--- config.mk ---
export PLATFORM = sky130hd
export DESIGN_NAME = clk_div_ctrl
export DESIGN_NICKNAME = d
export VERILOG_FILES = /design/src/rtl/clk_div_ctrl.sv
export SDC_FILE = /design/constraint.sdc
export NUM_CORES = 1
export LEC_CHECK = 0
export CAP_MARGIN = 25
export CORE_UTILIZATION = 54
export DETAILED_ROUTE_END_ITERATION = 10
export HOLD_SLACK_MARGIN = 0.03
export PLACE_DENSITY_LB_ADDON = 0.2
export SKIP_LAST_GASP = 1
export SLEW_MARGIN = 20
export SYNTH_ARGS = -nofsm -noshare
export SYNTH_HDL_FRONTEND = slang
export SYNTH_SLANG_ARGS = --single-unit
--- constraint.sdc ---
create_clock -name clk -period 3.1 [get_ports clk]
set_input_delay 0.62 -clock clk [delete_from_list [all_inputs] [get_ports clk]]
set_output_delay 0.62 -clock clk [all_outputs]
set_load 0.02 [all_outputs]
--- src/rtl/clk_div_ctrl.sv ---
// Run-time controller for a programmable clock divider. Ratio/enable updates
// arrive over valid/ready and take effect only at a falling edge of clk_out.
module clk_div_ctrl #(
    parameter int WIDTH       = 8,
    parameter int DEFAULT_DIV = 6
) (
    input  logic             clk,
    input  logic             reset,
    input  logic             cfg_valid,
    output logic             cfg_ready,
    input  logic [WIDTH-1:0] cfg_div,
    input  logic             cfg_en,
    output logic             clk_out,
    output logic             clk_en,
    output logic             running,
    output logic [WIDTH-1:0] div_active
);

    typedef enum logic [1:0] {
        IDLE = 2'd0,
        RUN  = 2'd1,
        PEND = 2'd2
    } state_t;

    state_t           r_state;
    logic [WIDTH-1:0] r_cnt;
    logic [WIDTH-1:0] r_div;
    logic [WIDTH-1:0] r_pend_div;
    logic             r_pend_en;
    logic             r_clk_out;
    logic             r_clk_en;

    logic             w_xfer;
    logic             w_wrap;
    logic [WIDTH-1:0] w_eff_div;

    assign cfg_ready  = (r_state != PEND);
    assign running    = (r_state != IDLE);
    assign clk_out    = r_clk_out;
    assign clk_en     = r_clk_en;
    assign div_active = r_div;

    assign w_xfer    = cfg_valid && cfg_ready;
    assign w_eff_div = (cfg_div == '0) ? WIDTH'(1) : cfg_div;
    // r_div is never 0, so the compare value cannot underflow.
    assign w_wrap    = (r_cnt == r_div - WIDTH'(1));

    // NOTE: every register here, pending config included, is reset so that a
    // reset mid-PEND cannot leak a stale word into the next run.
    always_ff @(posedge clk or posedge reset) begin
        if (reset) begin
            r_state    <= IDLE;
            r_cnt      <= '0;
            r_div      <= WIDTH'(DEFAULT_DIV);
            r_pend_div <= '0;
            r_pend_en  <= 1'b0;
            r_clk_out  <= 1'b0;
            r_clk_en   <= 1'b0;
        end else begin
            // NOTE: non-blocking throughout; the default below is overridden
            // later in the same block only on the rising-edge wrap.
            r_clk_en <= 1'b0;
            case (r_state)
                IDLE: begin
                    r_clk_out <= 1'b0;
                    r_cnt     <= '0;
                    if (w_xfer) begin
                        r_div <= w_eff_div;
                        if (cfg_en) begin
                            r_state <= RUN;
                        end
                    end
                end
                RUN: begin
                    if (w_wrap) begin
                        r_cnt     <= '0;
                        r_clk_out <= ~r_clk_out;
                        r_clk_en  <= ~r_clk_out;
                    end else begin
                        r_cnt <= r_cnt + WIDTH'(1);
                    end
                    if (w_xfer) begin
                        r_pend_div <= w_eff_div;
                        r_pend_en  <= cfg_en;
                        r_state    <= PEND;
                    end
                end
                PEND: begin
                    if (w_wrap && r_clk_out) begin
                        r_cnt     <= '0;
                        r_clk_out <= 1'b0;
                        if (r_pend_en) begin
                            r_div   <= r_pend_div;
                            r_state <= RUN;
                        end else begin
                            r_state <= IDLE;
                        end
                    end else if (w_wrap) begin
                        r_cnt     <= '0;
                        r_clk_out <= 1'b1;
                        r_clk_en  <= 1'b1;
                    end else begin
                        r_cnt <= r_cnt + WIDTH'(1);
                    end
                end
                default: begin
                    r_state <= IDLE;
                end
            endcase
        end
    end

endmodule

==> flow_metrics.env, run 1 <==
export IMPL_status="completed"
export IMPL_slew_violations=0
export IMPL_powerDensity_mw_per_mm2=908
export IMPL_routed_wl_um=3710
export IMPL_finalClockSkew_ns=0.0136
export IMPL_clkTransAtPathRegs_ns=0.09
export IMPL_grt_pass1_wl_um=6030
export IMPL_cpMaxStageDelayCell="dfstp_2"
export IMPL_grt_max_degree=30
export IMPL_hold_end="r_pend_div[2]$_DFFE_PP0P_"
export IMPL_htreeDepth=2
export IMPL_drt_iter0_drc=59
export IMPL_cts_buffers=5
export IMPL_async_reset_ff_share_pct=100
export IMPL_post_place_ws_ns=0.244
export IMPL_vias=1397
export IMPL_finalCritPeriodShare_pct=93.4
export IMPL_seq_area_um2=728
export IMPL_multi_input_area_um2=957
export IMPL_setup_tns_ns=0
export IMPL_slew_headroom_pct=51.6
export IMPL_grt_setup_unrepaired="false"
export IMPL_dp_cells=237
export IMPL_worstRegToRegCells=8
export IMPL_drcViolationCount=0
export IMPL_pin_count=24
export IMPL_p_total_mw=1.89
export IMPL_hold_buffers=0
export IMPL_ys_types=40
export IMPL_cts_sinks=29
export IMPL_tightest_slew_ns=0.726
export IMPL_synth_area_leader_cell="dfrtp_1"
export IMPL_start_util_pct=57.5
export IMPL_grt_ovfl_total=0
export IMPL_hp_class="flop to flop"
export IMPL_fmax_mhz=345
export IMPL_grt_pass1_vias=1337
export IMPL_n_antenna_cell=0
export IMPL_yosysWarnings=0
export IMPL_hold_viol_final=0
export IMPL_first_pass_iters=4
export IMPL_yosysMostFrequentCell="dfrtp_1"
export IMPL_drive_gt1_share_pct=19.4
export IMPL_cp_max_fo=12
export IMPL_required_ns=3.32
export IMPL_synth_seq_cells=29
export IMPL_synthTopCellsByCount="dfrtp_1 (27), mux2_2 (20), nand2_1 (16), inv_1 (10), nor2_1 (9)"
export IMPL_critical_path_class="flop to flop"
export IMPL_met1_length_um=1690
export IMPL_finalWorstSetupSlack_ns=0.203
export IMPL_coreArea_mm2=0.00308
export IMPL_gp_congestion=0.953
export IMPL_viasPerCell=5.70
export IMPL_io_buffers=23
export IMPL_max_stage_delay_ns=0.57
export IMPL_nets=218
export IMPL_crit_path_cell_trace="inv_1 > ha_1 > o21bai_1 > a2111o_1 > o311ai_0 > o211ai_2 > a21oi_4 > mux2_2"
export IMPL_clk_latency_ns=0.34
export IMPL_syn_cell_area_mm2=0.00177
export IMPL_dp_hpwl_um=2660
export IMPL_whs_ns=0.508
export IMPL_highest_layer="met4"
export IMPL_arrival_ns=3.12
export IMPL_setup_violations=0
export IMPL_post_cts_resized=0
export IMPL_syn_nets=197
export IMPL_synth_flop_cell="dfrtp_1"
export IMPL_area_growth_pct=17.9
export IMPL_die_area_mm2=0.00351
export IMPL_ir_worst_vdd_v=0.000542
export IMPL_cts_root_buf="clkbuf_4"
export IMPL_end_kind="flop"
export IMPL_total_leakage_power_nw=0.833
export IMPL_post_cts_setup_buffers=0
export IMPL_synthCells=179
export IMPL_synth_top_cell_area_share_pct=38.2
export IMPL_reg2reg_to="div_active[5]$_DFFE_PP0P_"
export IMPL_wl_per_cell_um=15.1
export IMPL_die_y_um=59.2
export IMPL_route_met2_wl_um=1770
export IMPL_reg2reg_from="div_active[1]$_DFFE_PP1P_"
export IMPL_grt_usage_pct=23.8
export IMPL_holdPathStages=1
export IMPL_r2r_setup_slack_ns=0.20
export IMPL_cap_violations=0
export IMPL_ys_seq_area_share_pct=41.2
export IMPL_fin_cells=245
export IMPL_clk_path_buf_depth=2
export IMPL_synth_area_leaders="dfrtp_1 (38%), mux2_2 (13%), ha_1 (4.2%)"
export IMPL_nFillCells=255
export IMPL_die_w_um=59.2
export IMPL_post_route_min_period_ns=2.90
export IMPL_synth_avg_cell_area_um2=9.88
export IMPL_cts_tree="done"
export IMPL_postRouteAntennaNets=0
export IMPL_min_from="r_pend_div[2]$_DFFE_PP0P_"
export IMPL_synth_edf_count=0
export IMPL_placementRows=20
export IMPL_antenna_found_initial=0
export IMPL_cp_start_kind="flop"
export IMPL_wl_met3_um=140
==> power by group <==
part           total (mW)  switching, mW  internal, mW
Clock               0.269          0.138         0.131
Sequential          0.660          0.137         0.523
Combinational       0.964          0.497         0.467
Total                1.89          0.772          1.12
==> kinds of logic (layout without fill, tap and decap cells) <==
group	after synthesis	after routing	share of synthesized area, %
flip-flops	29	29	41.2
multiplexers	25	25	15.6
AND/OR/NAND/NOR	57	57	16.3
AO/OA/AOI/OAI	33	33	13.5
adder cells (fa/ha/maj)	6	6	4.24
buffers and inverters	20	42	4.74
XOR/XNOR	9	9	4.46
==> layout make-up <==
class                      count  share of cell area, %
sequential                    29                   34.9
multi-input combinational    130                   45.9
clock inverter                 1                  0.240
inverter                      10                   1.80
timing repair buffer          24                   11.4
clock buffer                   7                   3.12
tap                           44                   2.64
==> stage by stage <==
stage,instance area (µm²),util (%)
final,2090,67.8
after CTS,2090,67.8
after global placement,2020,65.5
after floorplan,1770,-
after global routing,2090,67.8
after detailed placement,2020,65.5
==> worst max path at each step <==
| stage | startpoint | to | cells past startpoint |
|---|---|---|---|
| 6_report | div_active[1]$_DFFE_PP1P_ | div_active[5]$_DFFE_PP0P_ | 8 |
| 5_1_grt | div_active[3]$_DFFE_PP0P_ | r_cnt[7]$_DFFE_PP0P_ | 6 |
| 4_1_cts | div_active[1]$_DFFE_PP1P_ | div_active[5]$_DFFE_PP0P_ | 8 |
| 3_5_place_dp | div_active[1]$_DFFE_PP1P_ | div_active[5]$_DFFE_PP0P_ | 8 |
| 3_3_place_gp | div_active[1]$_DFFE_PP1P_ | div_active[3]$_DFFE_PP0P_ | 8 |
| 2_1_floorplan | div_active[1]$_DFFE_PP1P_ | r_state[0]$_DFFE_PP0P_ | 10 |
==> cells in the final DEF (no fill, tap or decap), drive strengths merged, types with 4 or more instances in the layout <==
master / instances
or2: 4
inv: 10
nand3: 5
nand2: 16
or3: 5
clkdlybuf4s50: 23
nor2b: 5
mux2: 21
ha: 6
mux2i: 4
xnor2: 7
dfrtp: 27
o21ai: 7
nor2: 9
a21oi: 8
clkbuf: 7
==> state kept, by name, summed over array words and instances (netlist names) <==
| register | cells |
|---|---|
| clk_en | 1 |
| clk_out | 1 |
| div_active | 8 |
| r_cnt | 8 |
| r_pend_div | 8 |
| r_pend_en | 1 |
| r_state | 2 |
==> worst max-delay path, delay by kind of cell (launching register included) <==
kind                     cells  cell delay [ns]
flip-flops                   1             0.57
multiplexers                 1             0.38
buffers and inverters        1             0.08
AO/OA/AOI/OAI                5             1.45
adder cells (fa/ha/maj)      1             0.29
==> layer usage <==
layer	GRT usage [%]	vias to the layer above
met3	5.46	13
met1	30.7	662
li1	-	681
met4	13.3	0
met2	36.8	41
met5	0	-
Power figures use the tool's default switching activity.
==> inputs of run 2 (changes only) <==
CELL_PAD_IN_SITES_DETAIL_PLACEMENT = 2   (was default)
CELL_PAD_IN_SITES_GLOBAL_PLACEMENT = 2   (was default)
CORE_UTILIZATION = 34   (was 54)
==> run 2 against run 1 <==
Combinational power is 3.5% higher; worst hold slack worse by 0.014 ns; clock-buffer cell count increased by 1; cell area up 3.1%; sequential cell count is the same; critical path depth shrank 2; critical path type unchanged; critical endpoint is now div_active[3]$_DFFE_PP0P_; largest power group unchanged.
==> flow_metrics.env, run 2 (synthesis results as in run 1) <==
export IMPL_status="completed"
export IMPL_design_area_mm2=0.00215
export IMPL_finalWorstSetupSlack_ns=0.285
export IMPL_coreArea_mm2=0.00485
export IMPL_dp_hpwl_um=3760
export IMPL_viasPerCell=5.34
export IMPL_startpoint="div_active[3]$_DFFE_PP0P_"
export IMPL_post_cts_resized=0
export IMPL_reg2reg_from="div_active[3]$_DFFE_PP0P_"
export IMPL_post_cts_setup_buffers=0
export IMPL_dp_cells=262
export IMPL_grt_max_degree=30
export IMPL_pin_count=24
export IMPL_die_w_um=74.1
export IMPL_post_route_min_period_ns=2.82
export IMPL_placementRows=25
export IMPL_p_sw_share_pct=41.0
export IMPL_min_from="r_pend_div[0]$_DFFE_PP0P_"
export IMPL_grt_pass1_vias=1585
export IMPL_htreeDepth=2
export IMPL_tightest_slew_ns=0.623
export IMPL_slew_headroom_pct=58.1
export IMPL_place_area_mm2=0.00206
export IMPL_layout_commonest_cell="dfrtp_1"
export IMPL_fin_cells=270
export IMPL_cts_root_buf="clkbuf_8"
export IMPL_cts_buffers=5
export IMPL_post_place_ws_ns=0.287
export IMPL_finalClockSkew_ns=0.0117
export IMPL_drcViolationCount=0
export IMPL_cpMaxStageDelayCell="nor4_1"
export IMPL_die_area_mm2=0.00550
export IMPL_n_antenna_cell=0
export IMPL_arrival_ns=2.98
export IMPL_vias=1442
export IMPL_p_sw_mw=0.820
export IMPL_powerDensity_mw_per_mm2=930
export IMPL_area_growth_pct=21.5
export IMPL_grt_setup_unrepaired="false"
export IMPL_routed_wl_um=4920
export IMPL_mostFrequentLayoutCells="dfrtp_1 (27), clkdlybuf4s50_1 (23), mux2_2 (20)"
export IMPL_final_util_pct=44.3
export IMPL_antenna_found_initial=0
export IMPL_first_pass_iters=2
export IMPL_grt_ovfl_total=0
export IMPL_grt_pass1_wl_um=7820
export IMPL_cts_tree="done"
export IMPL_sequentialPowerShare_pct=33.7
export IMPL_fmax_mhz=355
export IMPL_wl_per_cell_um=18.2
export IMPL_drt_iter0_drc=46
export IMPL_clk_latency_ns=0.29
export IMPL_slew_violations=0
export IMPL_max_stage_delay_ns=0.60
export IMPL_combPwrFrac_pct=49.9
export IMPL_postRouteAntennaNets=0
export IMPL_nets=220
export IMPL_drive_gt1_share_pct=19.2
export IMPL_p_total_mw=2.00
export IMPL_hold_buffers=0
export IMPL_hp_class="flop to flop"
export IMPL_cp_start_kind="flop"
export IMPL_crit_path_cell_trace="nor4_1 > nand2_1 > o311ai_0 > o211ai_2 > a21oi_4 > mux2_2"
export IMPL_start_util_pct=36.5
export IMPL_critical_path_class="flop to flop"
export IMPL_ir_worst_vdd_v=0.000349
export IMPL_whs_ns=0.494
export IMPL_clkTransAtPathRegs_ns=0.07
export IMPL_die_y_um=74.1
export IMPL_hold_viol_final=0
export IMPL_end_kind="flop"
export IMPL_p_clk_share_pct=16.4
export IMPL_io_buffers=23
export IMPL_required_ns=3.26
export IMPL_total_leakage_power_nw=0.847
export IMPL_setup_tns_ns=0
export IMPL_cap_violations=0
export IMPL_gp_congestion=0.783
export IMPL_clk_path_buf_depth=2
export IMPL_p_int_mw=1.18
export IMPL_cts_sinks=29
export IMPL_finalCritPeriodShare_pct=90.8
export IMPL_cp_max_fo=8
export IMPL_grt_usage_pct=19.7
export IMPL_setup_violations=0
run 2: cell types whose count changed in the layout (fill, tap and decap cells not counted):
cell,delta
clkbuf_1,+2
clkinv_2,-1
clkbuf_8,+4
buf_4,+2
clkbuf_4,-5
run 2: area by class of cell:
type	instances	area, µm²
Clock buffer	8	90.1
Fill cell	514	2700
Inverter	10	37.5
Multi-Input combinational cell	130	957
Sequential cell	29	728
Tap cell	67	83.8
Timing Repair Buffer	26	253
run 2: power by group through the flow:
| stage | Sequential, mW | Combinational (mW) | Clock (mW) |
|---|---|---|---|
| 6_report | 0.674 | 0.998 | 0.328 |
| 5_1_grt | 0.694 | 1.08 | 0.350 |
| 2_1_floorplan | 0.692 | 0.649 | 0 |
| 4_1_cts | 0.676 | 1.01 | 0.339 |
| 3_5_place_dp | 0.683 | 0.997 | 0 |
| 3_3_place_gp | 0.664 | 0.955 | 0 |
run 2: worst paths after layout:
path	endpoint	slack [ns]	depth (start not counted)
worst min-delay path	r_pend_div[0]$_DFFE_PP0P_	0.49	2
max in group asynchronous	div_active[1]$_DFFE_PP1P_	2.04	3
min in group asynchronous	r_pend_div[6]$_DFFE_PP0P_	0.72	3
worst min register to register	r_pend_div[0]$_DFFE_PP0P_	0.49	2
worst max register to register	div_active[3]$_DFFE_PP0P_	0.28	6
worst max-delay path	div_active[3]$_DFFE_PP0P_	0.28	6
run 2: worst max-delay path: cells and delay by family (launching register included):
kind,cells,cell delay [ns]
DFF,1,0.47
AOI/OAI and AO/OA,3,1.11
muxes,1,0.38
and+or+nand+nor,2,0.74
run 2: layer usage:
| layer | routed length [µm] | up-vias | GRT usage [%] |
|---|---|---|---|
| met1 | 2130 | 737 | 22.7 |
| met4 | 105 | 0 | 9.19 |
| met3 | 94 | 8 | 3.25 |
| met2 | 2590 | 20 | 35.6 |
| li1 | - | 677 | - |
| met5 | 0 | - | 0 |
